**src/rtl/flash_ctrl_pkg.sv**
```systemverilog
// Shared definitions for the parallel-flash read controller: FSM state encoding
// and elaboration-time sizing helpers.
package flash_ctrl_pkg;

  typedef enum logic [1:0] {
    ST_IDLE   = 2'd0,
    ST_ACCESS = 2'd1,
    ST_TURN   = 2'd2,
    ST_RESP   = 2'd3
  } state_t;

  function automatic int clog2_int(input int value);
    int bits;
    int span;
    bits = 0;
    span = 1;
    while (span < value) begin
      span = span * 2;
      bits = bits + 1;
    end
    return bits;
  endfunction

  function automatic int lane_count(input int bus_dw, input int flash_dw);
    return bus_dw / flash_dw;
  endfunction

  // Width of a counter/index holding 0..n-1; never narrower than one bit.
  function automatic int idx_bits(input int n);
    return (n > 1) ? clog2_int(n) : 1;
  endfunction

endpackage

```
**src/rtl/flash_wait_timer.sv**
```systemverilog
// Load/count-down timer; expired is high once the count has reached zero,
// so a load value of K gives K+1 cycles until expiry.
module flash_wait_timer #(
  parameter int WIDTH = 3
) (
  input  logic             clock,
  input  logic             reset_n,
  input  logic             load,
  input  logic [WIDTH-1:0] load_val,
  output logic             expired
);

  logic [WIDTH-1:0] count_q, count_d;

  always_comb begin
    count_d = count_q;
    if (load) begin
      count_d = load_val;
    end else if (count_q != '0) begin
      count_d = count_q - WIDTH'(1);
    end
  end

  always_ff @(posedge clock or negedge reset_n) begin
    if (!reset_n) begin
      count_q <= '0;
    end else begin
      count_q <= count_d;
    end
  end

  assign expired = (count_q == '0);

endmodule

```
**src/rtl/flash_read_ctrl.sv**
```systemverilog
// Reads one BUS_DW word from a parallel flash as N little-endian FLASH_DW lane
// reads with a programmable access time and inter-lane turnaround.
//
// state  | meaning
// IDLE   | req_ready high, waiting for a request
// ACCESS | cs_n/oe_n low on base+lane for WAIT_CYCLES, lane sampled at the end
// TURN   | cs_n/oe_n high for TURN_CYCLES between lane reads
// RESP   | assembled word held on rsp_data until rsp_ready
module flash_read_ctrl
  import flash_ctrl_pkg::*;
#(
  parameter int ADDR_W      = 23,
  parameter int FLASH_DW    = 8,
  parameter int BUS_DW      = 32,
  parameter int WAIT_CYCLES = 4,
  parameter int TURN_CYCLES = 1
) (
  input  logic                clock,
  input  logic                reset_n,
  input  logic                req_valid,
  output logic                req_ready,
  input  logic [ADDR_W-1:0]   req_addr,
  output logic                rsp_valid,
  input  logic                rsp_ready,
  output logic [BUS_DW-1:0]   rsp_data,
  output logic [ADDR_W-1:0]   flash_address,
  input  logic [FLASH_DW-1:0] flash_data,
  output logic                flash_cs_n,
  output logic                flash_oe_n,
  output logic                flash_we_n
);

  localparam int N       = lane_count(BUS_DW, FLASH_DW);
  localparam int LB      = clog2_int(N);
  localparam int LANE_W  = idx_bits(N);
  localparam int TMR_MAX = (WAIT_CYCLES > TURN_CYCLES) ? WAIT_CYCLES : TURN_CYCLES;
  localparam int TMR_W   = idx_bits(TMR_MAX);

  localparam logic [TMR_W-1:0]  WAIT_LD    = TMR_W'(WAIT_CYCLES - 1);
  localparam logic [TMR_W-1:0]  TURN_LD    = TMR_W'((TURN_CYCLES > 0) ? TURN_CYCLES - 1 : 0);
  localparam logic [ADDR_W-1:0] ALIGN_MASK = ~((ADDR_W'(1) << LB) - ADDR_W'(1));
  localparam logic [LANE_W-1:0] LAST_LANE  = LANE_W'(N - 1);

  if ((BUS_DW % FLASH_DW) != 0 || BUS_DW < FLASH_DW) begin : g_bad_width
    $error("flash_read_ctrl: BUS_DW must be a non-zero multiple of FLASH_DW");
  end
  if (WAIT_CYCLES < 1) begin : g_bad_wait
    $error("flash_read_ctrl: WAIT_CYCLES must be at least 1");
  end
  if (TURN_CYCLES < 0) begin : g_bad_turn
    $error("flash_read_ctrl: TURN_CYCLES must not be negative");
  end

  state_t              state_q, state_d;
  logic [ADDR_W-1:0]   base_q, base_d;
  logic [LANE_W-1:0]   lane_q, lane_d;
  logic [ADDR_W-1:0]   addr_q, addr_d;
  logic [BUS_DW-1:0]   data_q, data_d;
  logic                valid_q, valid_d;
  logic                ready_q, ready_d;
  logic                sel_n_q, sel_n_d;
  logic                timer_load;
  logic [TMR_W-1:0]    timer_val;
  logic                timer_expired;

  flash_wait_timer #(
    .WIDTH (TMR_W)
  ) u_timer (
    .clock    (clock),
    .reset_n  (reset_n),
    .load     (timer_load),
    .load_val (timer_val),
    .expired  (timer_expired)
  );

  always_comb begin
    state_d    = state_q;
    base_d     = base_q;
    lane_d     = lane_q;
    data_d     = data_q;
    timer_load = 1'b0;
    timer_val  = WAIT_LD;
    case (state_q)
      ST_IDLE: begin
        if (req_valid && ready_q) begin
          base_d     = req_addr & ALIGN_MASK;
          lane_d     = '0;
          state_d    = ST_ACCESS;
          timer_load = 1'b1;
        end
      end
      ST_ACCESS: begin
        if (timer_expired) begin
          data_d[lane_q*FLASH_DW +: FLASH_DW] = flash_data;
          if (lane_q == LAST_LANE) begin
            state_d = ST_RESP;
          end else begin
            lane_d     = lane_q + LANE_W'(1);
            timer_load = 1'b1;
            if (TURN_CYCLES > 0) begin
              state_d   = ST_TURN;
              timer_val = TURN_LD;
            end else begin
              state_d = ST_ACCESS;
            end
          end
        end
      end
      ST_TURN: begin
        if (timer_expired) begin
          state_d    = ST_ACCESS;
          timer_load = 1'b1;
        end
      end
      ST_RESP: begin
        if (rsp_ready) begin
          state_d = ST_IDLE;
        end
      end
      default: state_d = ST_IDLE;
    endcase

    // Outputs are registered from the next state so they change on the same edge as the FSM.
    ready_d = (state_d == ST_IDLE);
    valid_d = (state_d == ST_RESP);
    sel_n_d = (state_d != ST_ACCESS);
    addr_d  = (state_d == ST_ACCESS) ? base_d + ADDR_W'(lane_d) : addr_q;
  end

  always_ff @(posedge clock or negedge reset_n) begin
    if (!reset_n) begin
      state_q <= ST_IDLE;
      base_q  <= '0;
      lane_q  <= '0;
      addr_q  <= '0;
      data_q  <= '0;
      valid_q <= 1'b0;
      ready_q <= 1'b0;
      sel_n_q <= 1'b1;
    end else begin
      state_q <= state_d;
      base_q  <= base_d;
      lane_q  <= lane_d;
      addr_q  <= addr_d;
      data_q  <= data_d;
      valid_q <= valid_d;
      ready_q <= ready_d;
      sel_n_q <= sel_n_d;
    end
  end

  assign req_ready     = ready_q;
  assign rsp_valid     = valid_q;
  assign rsp_data      = data_q;
  assign flash_address = addr_q;
  assign flash_cs_n    = sel_n_q;
  assign flash_oe_n    = sel_n_q;
  assign flash_we_n    = 1'b1;

endmodule

```
**config.mk**
```make
export PLATFORM = sky130hd
export DESIGN_NAME = flash_read_ctrl
export DESIGN_NICKNAME = d
export VERILOG_FILES = /design/src/rtl/flash_ctrl_pkg.sv /design/src/rtl/flash_wait_timer.sv /design/src/rtl/flash_read_ctrl.sv
export SDC_FILE = /design/constraint.sdc
export NUM_CORES = 1
export LEC_CHECK = 0
export ABC_AREA = 1
export BUFFER_PORTS_ARGS = -buffer_cell sky130_fd_sc_hd__buf_2
export CAP_MARGIN = 20
export CORE_ASPECT_RATIO = 1.25
export CORE_MARGIN = 3
export CORE_UTILIZATION = 31
export DETAILED_ROUTE_END_ITERATION = 8
export MAX_ROUTING_LAYER = met4
export SETUP_SLACK_MARGIN = 0.05
export SLEW_MARGIN = 20
export SYNTH_ARGS = -nofsm -noshare
export SYNTH_HDL_FRONTEND = slang
export SYNTH_HIERARCHICAL = 1
export SYNTH_SLANG_ARGS = --single-unit
```
**constraint.sdc**
```tcl
create_clock -name clock -period 3.59 [get_ports clock]
set_input_delay 0 -clock clock [delete_from_list [all_inputs] [get_ports clock]]
set_output_delay 0 -clock clock [all_outputs]
set_load 0.02 [all_outputs]
```
==> results.md, run 1 <==
- The portion of the post-synthesis area used by sequential elements is 45.6%.
- The leakage power is just over 0.003 uW.
- The total wire length is about 13 mm.
- The clock tree from TritonCTS is done.
- The die is 145 um tall.
- Data on the critical path is required at its endpoint by 3.84 ns.
- The critical hold path startpoint is req_addr[4].
- The startpoint identified for the worst register-to-register timing path is u_timer/count_q[0].
- The antenna diode count is 0.
- The worst path arrival time is 3.25 ns.
- Ranked by total cell area, the synthesized netlist is headed by sky130_fd_sc_hd__dfrtp_1 (45%), sky130_fd_sc_hd__nand2_1 (15%), sky130_fd_sc_hd__nand3_1 (6.7%).
- The count of endpoints failing setup in the final report is 0.
- STA classifies the critical path endpoint as a flip-flop.
- The path class of the tightest hold or removal check is input port to flip-flop.
- The cell count after synthesis came out at 600.
- Global routing finished with a remaining overflow of 0.
- The maximum level of the CTS H-tree is 3.
- The run finished with clean final reports.
- The Yosys step of the flow raised 6 warnings.
- The die is 117 um wide.
- Clock-pin slew was measured on the worst setup and hold paths at 0.07 ns.
- The highest fanout seen on the critical path is 6.
- The final antenna-violating net count is 0.
- Setup repair after global routing left no endpoint under its margin.
- The cell sitting at the root of the clock tree is a sky130_fd_sc_hd__clkbuf_16.
- The final-report hold violation count came to 0.
- In this run the power density over the cells is 926 mW/mm2.
- In the final design database the tool counted 758 nets.
- For the worst-skew pair, the clock arrives at the later sink with an insertion delay of between 0.3 and 0.4 ns.
- From synthesis to final layout, the design area changed by 23.9%.
- The multi-input combinational cells in the finished layout cover a total of around 0.0022 mm2.
- The worst ir drop on vdd is 314 uV.
- The first routing iteration left 237 violations.
- The number of stages on the worst hold path is 3.
- The number of distinct library cells after synthesis is 37.
- Detailed routing inserted a total of 4245 vias.
- In the final routed layout, each cell accounts on average for 14.2 um.
- For this run, the number of standard cells in the final layout without fillers is between 800 and 900.
- The number of port buffers is 91.
- The core area is about 0.015 mm2.
- Max-cap violations in this run came to 0.
- The floorplan step defined a die boundary enclosing ~0.017 mm2.
- The number of placement rows is 50.
- The boundary pin count is 95.
- The path with the worst hold slack has its endpoint at base_q[4].
- The first detailed-routing pass took 5 iterations.
- The number of cells on the worst reg-to-reg path is 17.
- The initial core utilization is a little under a third.
- CTS saw 87 sinks.
- The post-route DRC violation count is 0.
- The via density per instance is roughly 4.7.
- At the end of routability-driven placement, the weighted congestion stood at 0.877.
- The startpoint type of the worst setup path is a flip-flop.
- The time the worst path needs with I/O delays and setup is 3.00 ns.
- The critical path is of the flip-flop to flip-flop type.
- The filler cells instantiated in the layout total 1575.
- The setup TNS is 0 ns.
- The worst pin sits at a relative slew slack of 45.4%.
- The number of buffers inserted to repair setup after CTS is 0.
- Once placement completed, the tool counted placed cells totaling 858.
- The max-slew violation count is 0.
- The post-synthesis sequential element count is 87.
- Timing would allow up to 333 MHz.
- The cell accounting for the most synthesized area is sky130_fd_sc_hd__dfrtp_1.
- The initial antenna violation count is 0.
- The area fraction of the dominant cell type after synthesis is 45.0%.
- The global router's overall resource usage is 16.4%.
- The fraction of final layout cells sized beyond drive strength 1 is between 20% and 30%.
- Entering global routing, the biggest net connects 62 pins.
- The sequential cells in the finished layout cover a total of around 0.0022 mm2.
- The share of the clock period used by the worst path is 83.7%.
- In this run the register-to-register setup slack is 0.59 ns.
- The number of nets in the synthesized netlist is between 600 and 700.
- The worst slack at placement is 0.573 ns.
- The clock skew is ~0.0080 ns.
- The worst register-to-register path ends at flash_address[18].
- The cell area after technology mapping is 0.00478 mm2.
- TritonCTS created 9 clock buffers.
- The first global-routing pass estimated 20.9 mm of wire.
- Once routing completed, OpenROAD measured the worst setup slack at approximately 0.59 ns.
- The maximum buffer depth of the clock tree is 2.
- The wire-length estimate of the detail-placed layout is roughly 9 mm.
- The slew at the pin with the worst max-slew slack is 0.812 ns.
- The average size of a mapped cell is about 8.0 um2.
- The via count of the first global-routing pass is 4176.
through the flow:
| stage | hold WS (ns) | power, uW | util, % | cell area (um2) |
|---|---|---|---|---|
| final | 0.0101 | 5480 | 39.4 | 5920 |
| after global routing | 0.0183 | 5990 | 39.4 | 5920 |
| after CTS | 0.00496 | 5560 | 39.4 | 5920 |
| after detailed placement | 0.154 | 4490 | 35.6 | 5350 |
| after global placement | 0.154 | 4450 | 35.6 | 5350 |
| after floorplan | -0.296 | 3730 | - | 4780 |
registers in the layout (all words and copies together), names as in the netlist:
name	cells
rsp_data	32
state_q	2
rsp_valid	1
req_ready	1
u_timer/count_q	2
base_q	23
flash_cs_n	1
lane_q	2
flash_address	23
layout make-up:
cell class                      count  share of cell area [%]
Tap cell                          182                    3.85
Clock buffer                       11                    4.10
Sequential cell                    87                    36.8
Multi-Input combinational cell    433                    37.3
Inverter                           59                    3.83
Clock inverter                      5                    1.37
Timing Repair Buffer              122                    12.7
where the power goes:
group	internal (uW)	total [uW]	switching [uW]
clock network	629	1030	401
registers	1440	1660	221
logic	820	2780	1960
total	2890	5480	2580
worst max-delay path by stage:
stage | depth (start not counted) | slack, ns | startpoint | endpoint
2_1_floorplan | 21 | 0.61 | u_timer/count_q[0] | flash_address[22]
3_3_place_gp | 17 | 0.63 | u_timer/count_q[0] | flash_address[14]
3_5_place_dp | 17 | 0.57 | u_timer/count_q[0] | flash_address[18]
4_1_cts | 17 | 0.55 | u_timer/count_q[0] | flash_address[14]
5_1_grt | 19 | 0.21 | u_timer/count_q[0] | flash_address[22]
6_report | 17 | 0.59 | u_timer/count_q[0] | flash_address[18]
synth_stat cells (all sizes together):
| master | count |
|---|---|
| nand3b | 11 |
| inv | 58 |
| buf | 15 |
| o21a | 1 |
| or2 | 1 |
| a21oi | 5 |
| o21ai | 46 |
| fa | 1 |
| clkinv | 1 |
| ha | 10 |
| xor2 | 2 |
| clkbuf | 6 |
| nand2 | 216 |
| conb | 1 |
| nor3 | 4 |
| dfrtp | 86 |
| nand3 | 68 |
| nand4 | 12 |
| a31oi | 4 |
| xnor2 | 2 |
| dfstp | 1 |
| nor2 | 49 |
kinds of logic after synthesis:
kind of cell               share of synthesized area (%)
AOI/OAI and AO/OA                                   6.02
xor gates and xnor gates                           0.734
adders and majority gates                           3.04
buffers and inverters                               8.15
DFF                                                 45.6
other                                             0.0785
and+or+nand+nor                                     36.4
critical path, cell delays in order, from the launching register on:
cell	delay (ns)
sky130_fd_sc_hd__dfrtp_1	0.39
sky130_fd_sc_hd__inv_1	0.06
sky130_fd_sc_hd__ha_1	0.25
sky130_fd_sc_hd__inv_1	0.08
sky130_fd_sc_hd__nor2_1	0.30
sky130_fd_sc_hd__inv_1	0.10
sky130_fd_sc_hd__a21oi_1	0.20
sky130_fd_sc_hd__ha_1	0.20
sky130_fd_sc_hd__inv_1	0.05
sky130_fd_sc_hd__fa_1	0.38
sky130_fd_sc_hd__inv_1	0.08
sky130_fd_sc_hd__nand3_2	0.11
sky130_fd_sc_hd__nor2_4	0.18
sky130_fd_sc_hd__nand3_1	0.12
sky130_fd_sc_hd__nor2_1	0.17
sky130_fd_sc_hd__a21oi_1	0.09
sky130_fd_sc_hd__nand2_1	0.09
sky130_fd_sc_hd__nand2_1	0.04
placed cells by master, fill, tap and decap left out, types with 2 or more instances in the layout:
| cell | instances |
|---|---|
| sky130_fd_sc_hd__buf_4 | 7 |
| sky130_fd_sc_hd__nand4_1 | 12 |
| sky130_fd_sc_hd__bufinv_16 | 2 |
| sky130_fd_sc_hd__nand2_1 | 190 |
| sky130_fd_sc_hd__dlygate4sd3_1 | 25 |
| sky130_fd_sc_hd__nand2_4 | 5 |
| sky130_fd_sc_hd__a31oi_1 | 4 |
| sky130_fd_sc_hd__nand2_2 | 21 |
| sky130_fd_sc_hd__nor2_4 | 8 |
| sky130_fd_sc_hd__nor2_2 | 5 |
| sky130_fd_sc_hd__clkbuf_16 | 9 |
| sky130_fd_sc_hd__xnor2_1 | 2 |
| sky130_fd_sc_hd__nand3_2 | 3 |
| sky130_fd_sc_hd__inv_2 | 3 |
| sky130_fd_sc_hd__o21ai_0 | 42 |
| sky130_fd_sc_hd__nand3b_1 | 9 |
| sky130_fd_sc_hd__xor2_1 | 2 |
| sky130_fd_sc_hd__nor3_1 | 3 |
| sky130_fd_sc_hd__o21ai_1 | 4 |
| sky130_fd_sc_hd__nand3b_2 | 2 |
| sky130_fd_sc_hd__ha_1 | 10 |
| sky130_fd_sc_hd__inv_1 | 54 |
| sky130_fd_sc_hd__nor2_1 | 35 |
| sky130_fd_sc_hd__dfrtp_1 | 86 |
| sky130_fd_sc_hd__a21oi_1 | 5 |
| sky130_fd_sc_hd__buf_2 | 90 |
| sky130_fd_sc_hd__nand3_1 | 64 |
per-layer routing:
layer  wire (um)  vias up  GRT usage, %
li1            -     2143             -
met1        5420     1970          19.2
met2        6470      113          27.7
met3         637       19          3.33
met4         220        0          6.04
met5           0        -             -
repair_timing:
item                      CTS  global route
hold endpoints to repair  101             0
resized for setup           0             0
hold buffers               25             0
Power figures use the tool's default switching activity.
==> run 2: changes to the inputs <==
==> constraint.sdc (replaced) <==
create_clock -name clock -period 3.1 [get_ports clock]
set_input_delay 0 -clock clock [delete_from_list [all_inputs] [get_ports clock]]
set_output_delay 0 -clock clock [all_outputs]
set_load 0.02 [all_outputs]
==> run 2 against run 1 <==
  * Sequential power is 16% higher
  * Critical path depth stayed put
  * Maximum frequency is 8.1% higher
  * First-iteration DRC count is 2.5% higher
  * Critical path type unchanged
  * Critical endpoint is now flash_address[14]
  * Largest cell class unchanged
==> results.md, run 2 (same netlist as run 1, synthesis figures left out) <==
- The post-layout utilization of the core was 39.8% (+0.34 points).
- The count of maximum capacitance violations came to 0 (unchanged).
- The global placer's final weighted congestion is 0.857 (-2.2%).
- The final-report hold violation count was 0 (unchanged).
- The slew at the pin with the worst max-slew slack was 0.989 ns (+0.177 ns).
- The initial core utilization came to 31.8% (unchanged).
- The fraction of final layout cells sized beyond drive strength 1 is 24.1% (+1.0 points).
- The flow ran to the end, and the final reports show no timing, DRC or antenna violations.
- The core area came to 0.0150 mm2 (unchanged).
- The critical path ends at flash_address[14].
- The die area is 0.0169 mm2 (unchanged).
- The via density per instance came to 4.67 (-1.0%).
- The number of instances in the placed design is 861 (+0.35%).
- The register-to-register path setup slack is 0.32 ns (-0.26 ns).
- In this run the worst hold path is classified as input port to flip-flop.
- The max-slew violation count is 0 (unchanged).
- The clock skew is 0.0115 ns (+0.00349 ns).
- The final antenna-violating net count is 0 (unchanged).
- The via count of the first global-routing pass was 4112 (-1.5%).
- The number of clock buffers inserted by TritonCTS is 9 (unchanged).
- The clock-pin slew on the worst setup and hold paths is 0.07 ns (about the same).
- The critical setup path kind is flip-flop to flip-flop.
- The number of standard cells in the layout, taps in and fillers out is 901 (+0.22%).
- The number of port buffers is 91 (unchanged).
- The total wire length came to 12.8 mm (+0.67%).
- The share of the clock period used by the worst path came to 89.6% (+5.9 points).
- The number of clock sinks seen by CTS is 87 (unchanged).
- The antenna diode count came to 0 (unchanged).
- The total overflow reported by the global router was 0 (unchanged).
- The mean routed wirelength per cell is 14.2 um (+0.44%).
- The start point of the critical path is u_timer/count_q[0].
- The final net count was 760 (+0.26%).
- The number of vias in the routed layout is 4211 (-0.80%).
- Setup repair after global routing left no endpoint under its margin.
- The global router's overall resource usage is 16.4% (about the same).
- The highest fanout seen on the critical path is 6 (unchanged).
- The first-pass GRT wire length is 20.9 mm (-0.16%).
- The library cell used most frequently in the layout, excluding fill and tap cells, is sky130_fd_sc_hd__nand2_1.
- The horizontal extent of the die is 117 um (unchanged).
- The startpoint type of the worst setup path is a flip-flop.
- The flip-flop count of the largest register, all copies and words added is 32 (unchanged).
- The number of cells on the worst reg-to-reg path is 17 (unchanged).
- The maximum level of the CTS H-tree came to 3 (unchanged).
- TritonCTS built the clock tree.
- The number of search-and-repair iterations in the first detailed-routing pass came to 4 (-1).
- The worst endpoint required time is 3.33 ns (-0.51 ns).
- The worst flop-to-flop path endpoint is flash_address[14].
- The worst relative slew slack is 34.1% (-11 points).
- The area overhead of the layout relative to synthesis is 25.0%.
- The number of DRC markers after the initial detailed-route iteration is 243 (+2.5%).
- The maximum clock rate is 360 MHz (+8.1%).
- The HPWL after detailed placement is 9.09 mm (about the same).
- The power density over the cells is 1080 mW/mm2 (+17%).
- The post-route DRC violation count was 0 (unchanged).
- The worst ir drop on vdd came to 402 uV (+28%).
- The maximum buffer depth of the clock tree is 2 (unchanged).
- The die outline height came to 145 um (unchanged).
- In this run the critical register-to-register path is launched from u_timer/count_q[0].
- The number of placement rows is 50 (unchanged).
- The worst path arrival time is 3.01 ns (-0.24 ns).
- The leakage power is 0.00310 uW (+0.72%).
- The time the worst path needs with I/O delays and setup is 2.78 ns (-0.226 ns).
- In the layout the commonest cells are sky130_fd_sc_hd__nand2_1 (189), sky130_fd_sc_hd__buf_2 (90), sky130_fd_sc_hd__dfrtp_1 (86).
- The initial antenna violation count is 0 (unchanged).
- The root buffer cell is sky130_fd_sc_hd__clkbuf_16.
- The setup TNS came to 0 ns (unchanged).
- The endpoint class of the critical path is a flip-flop.
- The count of endpoints failing setup in the final report is 0 (unchanged).
- The largest net degree at the start of global routing is 77 (+24%).
- The clock latency of the later-clocked register in the worst-skew pair is 0.35 ns (about the same).
- The boundary pin count is 95 (unchanged).
- The final-layout worst hold slack was 0.000506 ns (-0.00956 ns).
[run 2: per-layer routing]
layer  routed length, um  vias up  global-route usage [%]
met3                 674       14                    2.62
met2                6460      104                    27.6
met5                   0        -                       -
met1                5460     1953                    19.7
li1                    -     2140                       -
met4                 246        0                    6.10
[run 2: through the flow]
stage               worst slack (ns)  total power [uW]  instance area, um2
finish                         0.321              6480                5970
global route                  0.0285              7050                5970
CTS                            0.116              6560                5950
detailed placement             0.152              5230                5370
global placement               0.217              5200                5370
floorplan                      0.125              4320                4780
[run 2: critical path, cell delays in order (launching register included)]
cell and delay, ns:
sky130_fd_sc_hd__dfrtp_1 0.39, sky130_fd_sc_hd__inv_1 0.06, sky130_fd_sc_hd__ha_2 0.22, sky130_fd_sc_hd__inv_1 0.09, sky130_fd_sc_hd__nor2_4 0.15, sky130_fd_sc_hd__inv_1 0.08
sky130_fd_sc_hd__a21oi_2 0.15, sky130_fd_sc_hd__ha_1 0.18, sky130_fd_sc_hd__inv_1 0.05, sky130_fd_sc_hd__fa_1 0.38, sky130_fd_sc_hd__inv_1 0.08, sky130_fd_sc_hd__nand3_2 0.11
sky130_fd_sc_hd__nor2_4 0.21, sky130_fd_sc_hd__nand2_2 0.09, sky130_fd_sc_hd__clkinv_1 0.09, sky130_fd_sc_hd__a21oi_1 0.07, sky130_fd_sc_hd__o21ai_1 0.16, sky130_fd_sc_hd__nand2_1 0.06
[run 2: timing repair]
action | in CTS | in global routing
hold endpoints to repair | 113 | 0
buffers inserted | 0 | 1
setup endpoints to repair | 0 | 10
hold buffers | 23 | 0
resized for setup | 0 | 5
[run 2: layout make-up]
class / count / area (um2)
tap: 182 / 228
clock inverter: 5 / 106
timing repair buffer: 124 / 763
clock buffer: 11 / 243
multi-input combinational: 433 / 2230
fill: 1573 / 9040
sequential: 87 / 2180
inverter: 59 / 226
[run 2: worst min-delay path by stage]
stage          depth (start not counted)            to          from
6_report                               3     base_q[5]   req_addr[5]
5_1_grt                                3    base_q[16]  req_addr[16]
4_1_cts                                3     base_q[5]   req_addr[5]
3_5_place_dp                           1  rsp_data[23]       reset_n
3_3_place_gp                           1  rsp_data[23]       reset_n
2_1_floorplan                          0     base_q[0]       reset_n
[run 2: power breakdown]
group	switching [uW]	leakage (uW)	internal, uW
logic	2300	0.00186	975
clock network	466	0.000166	811
registers	254	0.00107	1670
total	3020	0.00310	3460
==> run 3: changes to the inputs <==
--- a/config.mk
+++ b/config.mk
@@ -10,9 +10,10 @@
 export CAP_MARGIN = 20
 export CORE_ASPECT_RATIO = 1.25
 export CORE_MARGIN = 3
-export CORE_UTILIZATION = 31
+export CORE_UTILIZATION = 56
 export DETAILED_ROUTE_END_ITERATION = 8
 export MAX_ROUTING_LAYER = met4
+export PLACE_DENSITY = 0.81
 export SETUP_SLACK_MARGIN = 0.05
 export SLEW_MARGIN = 20
 export SYNTH_ARGS = -nofsm -noshare
==> run 3 against run 2 <==
  * Combinational power hardly changed
  * Critical path type unchanged
  * Critical endpoint is now flash_address[22]
  * Core utilization up 30 points
  * Die area is 43% lower
  * Highest routed layer unchanged
  * Sequential cell count unchanged
==> results.md, run 3 (same netlist as run 1, synthesis figures left out) <==
- The clock-pin slew on the worst setup and hold paths is 0.09 ns (+0.02 ns).
- The number of placement rows came to 37 (-26%).
- The critical path's largest stage delay was 0.40 ns (about the same).
- The initial core utilization was 57.6% (+26 points).
- The number of fillers in the final layout was 658 (-58%).
- The register cell area after layout came to 0.00218 mm2 (unchanged).
- The final-report hold violation count is 0 (unchanged).
- The worst setup path is of the flip-flop to flip-flop kind.
- The time the worst path needs with I/O delays and setup is 2.86 ns (+0.0774 ns).
- The number of stages on the worst hold path is 4 (+1).
- The area taken by multi-input logic gates is 0.00222 mm2 (-0.11%).
- The number of DRC markers after the initial detailed-route iteration came to 224 (-7.8%).
- On the critical path, the stage with the largest delay is an instance of sky130_fd_sc_hd__dfrtp_1.
- The total wire length is 12.2 mm (-5.0%).
- The die area is 0.00968 mm2 (-43%).
- The first-pass GRT wire length is 20.1 mm (-3.8%).
- In this run the worst hold path is classified as input port to flip-flop.
- The via count of the first global-routing pass was 4426 (+7.6%).
- The number of search-and-repair iterations in the first detailed-routing pass was 5 (+1).
- The worst endpoint required time is 3.37 ns (+0.04 ns).
- The global placer's final weighted congestion came to 0.887 (+3.5%).
- The number of clock sinks seen by CTS is 87 (unchanged).
- The signal on the critical path passes through inv_1, ha_2, inv_1, nor2_4, inv_1, a21oi_2, ha_1, inv_1, fa_1, inv_1, nand3_2, nor2_4, nand2_1, clkinv_1, nand3_1, nand2_1, nand2_1, nand2_1, nand2_1.
- The worst relative slew slack is 40.1% (+6.1 points).
- STA classifies the critical path startpoint as a flip-flop.
- The total overflow reported by the global router came to 0 (unchanged).
- The antenna diode count was 0 (unchanged).
- The total power of the final layout is 6190 uW (-4.4%).
- The number of port buffers is 91 (unchanged).
- The via density per instance came to 5.45 (+17%).
- The clock skew was 0.00981 ns (-0.00172 ns).
- The count of endpoints failing setup in the final report was 0 (unchanged).
- The final net count is 763 (+0.39%).
- The core area came to 0.00829 mm2 (-45%).
- The worst slack at placement came to 0.108 ns (-0.0438 ns).
- The horizontal extent of the die is 88.6 um (-24%).
- The post-route DRC violation count is 0 (unchanged).
- The clock tree from TritonCTS is done.
- The final worst-path setup slack was 0.244 ns (-0.0774 ns).
- The run finished with clean final reports.
- The share of the clock period used by the worst path was 92.1% (+2.5 points).
- Leaving out fill and tap cells, the most frequent cell in the layout is sky130_fd_sc_hd__nand2_1.
- The HPWL after detailed placement is 8.28 mm (-8.9%).
- The fraction of final layout cells sized beyond drive strength 1 is 23.4% (-0.62 points).
- The maximum clock rate is 350 MHz (-2.7%).
- The boundary pin count came to 95 (unchanged).
- The maximum level of the CTS H-tree came to 3 (unchanged).
- The worst path arrival time is 3.13 ns (+0.12 ns).
- The largest net degree at the start of global routing is 88 (+14%).
- The power density over the cells is 1070 mW/mm2 (-1.5%).
- The clock latency of the later-clocked register in the worst-skew pair is 0.37 ns (+0.02 ns).
- The setup TNS is 0 ns (unchanged).
- The global router's overall resource usage came to 27.4% (+11 points).
- The flip-flop count of the largest register, all copies and words added is 32 (unchanged).
- The area overhead of the layout relative to synthesis is 21.4%.
- The die outline height is 109 um (-25%).
- The number of clock buffers inserted by TritonCTS is 9 (unchanged).
- The initial antenna violation count is 0 (unchanged).
- The worst ir drop on vdd is 495 uV (+23%).
- The leakage power was 0.00306 uW (-1.2%).
- The endpoint class of the critical path is a flip-flop.
- The maximum buffer depth of the clock tree came to 2 (unchanged).
- The number of vias in the routed layout was 4458 (+5.9%).
- Setup repair after global routing left no endpoint under its margin.
- In the layout the commonest cells are sky130_fd_sc_hd__nand2_1 (190), sky130_fd_sc_hd__buf_2 (90), sky130_fd_sc_hd__dfrtp_1 (86).
- The highest fanout seen on the critical path is 6 (unchanged).
- The slew at the pin with the worst max-slew slack was 0.891 ns (-0.0977 ns).
- The max-slew violation count came to 0 (unchanged).
- The tree is rooted in a sky130_fd_sc_hd__clkbuf_8.
- The count of maximum capacitance violations is 0 (unchanged).
- The final antenna-violating net count is 0 (unchanged).
- The mean routed wirelength per cell was 14.9 um (+4.6%).
- The number of cells on the worst reg-to-reg path is 19 (+2).
## run 3: per-layer routing
layer | global-route usage [%] | wire [um] | share of wire, % | up-vias
li1 | - | - | - | 2151
met1 | 30.3 | 4730 | 39 | 2113
met2 | 48.2 | 6410 | 53 | 158
met3 | 4.08 | 674 | 5.5 | 36
met4 | 12.1 | 365 | 3.0 | 0
met5 | - | 0 | 0 | -
## run 3: area by class of cell
cell class,instances,area share [%]
inverters,59,3.91
well taps,97,2.09
clock inverters,5,1.83
flip-flops and latches,87,37.6
multi-input cells,433,38.3
clock buffers,10,2.37
repair buffers,127,13.9
## run 3: metrics by stage
stage	area, um2	hold slack (ns)	cells	util (%)
finish	5800	0.0155	818	70.0
global route	5800	0.0383	818	70.0
CTS	5770	0.0125	816	69.6
detailed placement	5230	0.277	772	63.1
global placement	5230	0.270	772	63.1
floorplan	4780	-0.296	600	-
## run 3: what timing repair did
action | CTS | global route
endpoints found under the setup margin | 0 | 10
hold buffers | 29 | 0
buffers inserted | 0 | 2
endpoints found under the hold margin | 132 | 0
resized for setup | 0 | 4
## run 3: worst paths after layout
kind / start / endpoint / slack, ns
hold / removal: req_addr[2] / base_q[2] / 0.02
min in group asynchronous: reset_n / lane_q[1] / 0.26
setup / recovery: u_timer/count_q[0] / flash_address[22] / 0.24
max in group asynchronous: reset_n / flash_address[20] / 2.31
setup reg to reg: u_timer/count_q[0] / flash_address[22] / 0.24
hold reg to reg: flash_address[0] / flash_address[0] / 0.47
## run 3: critical path: cells and delay by family, from the launching register on
family / cells / cell delay, ns
fa+ha+maj: 3 / 0.80
compound gates: 1 / 0.17
simple gates: 9 / 0.88
flops: 1 / 0.40
buf+inv: 6 / 0.51
## run 3: where the power goes
| group | internal, uW | switching, uW | total, uW |
|---|---|---|---|
| Clock | 554 | 413 | 967 |
| Combinational | 964 | 2330 | 3290 |
| Sequential | 1670 | 265 | 1930 |
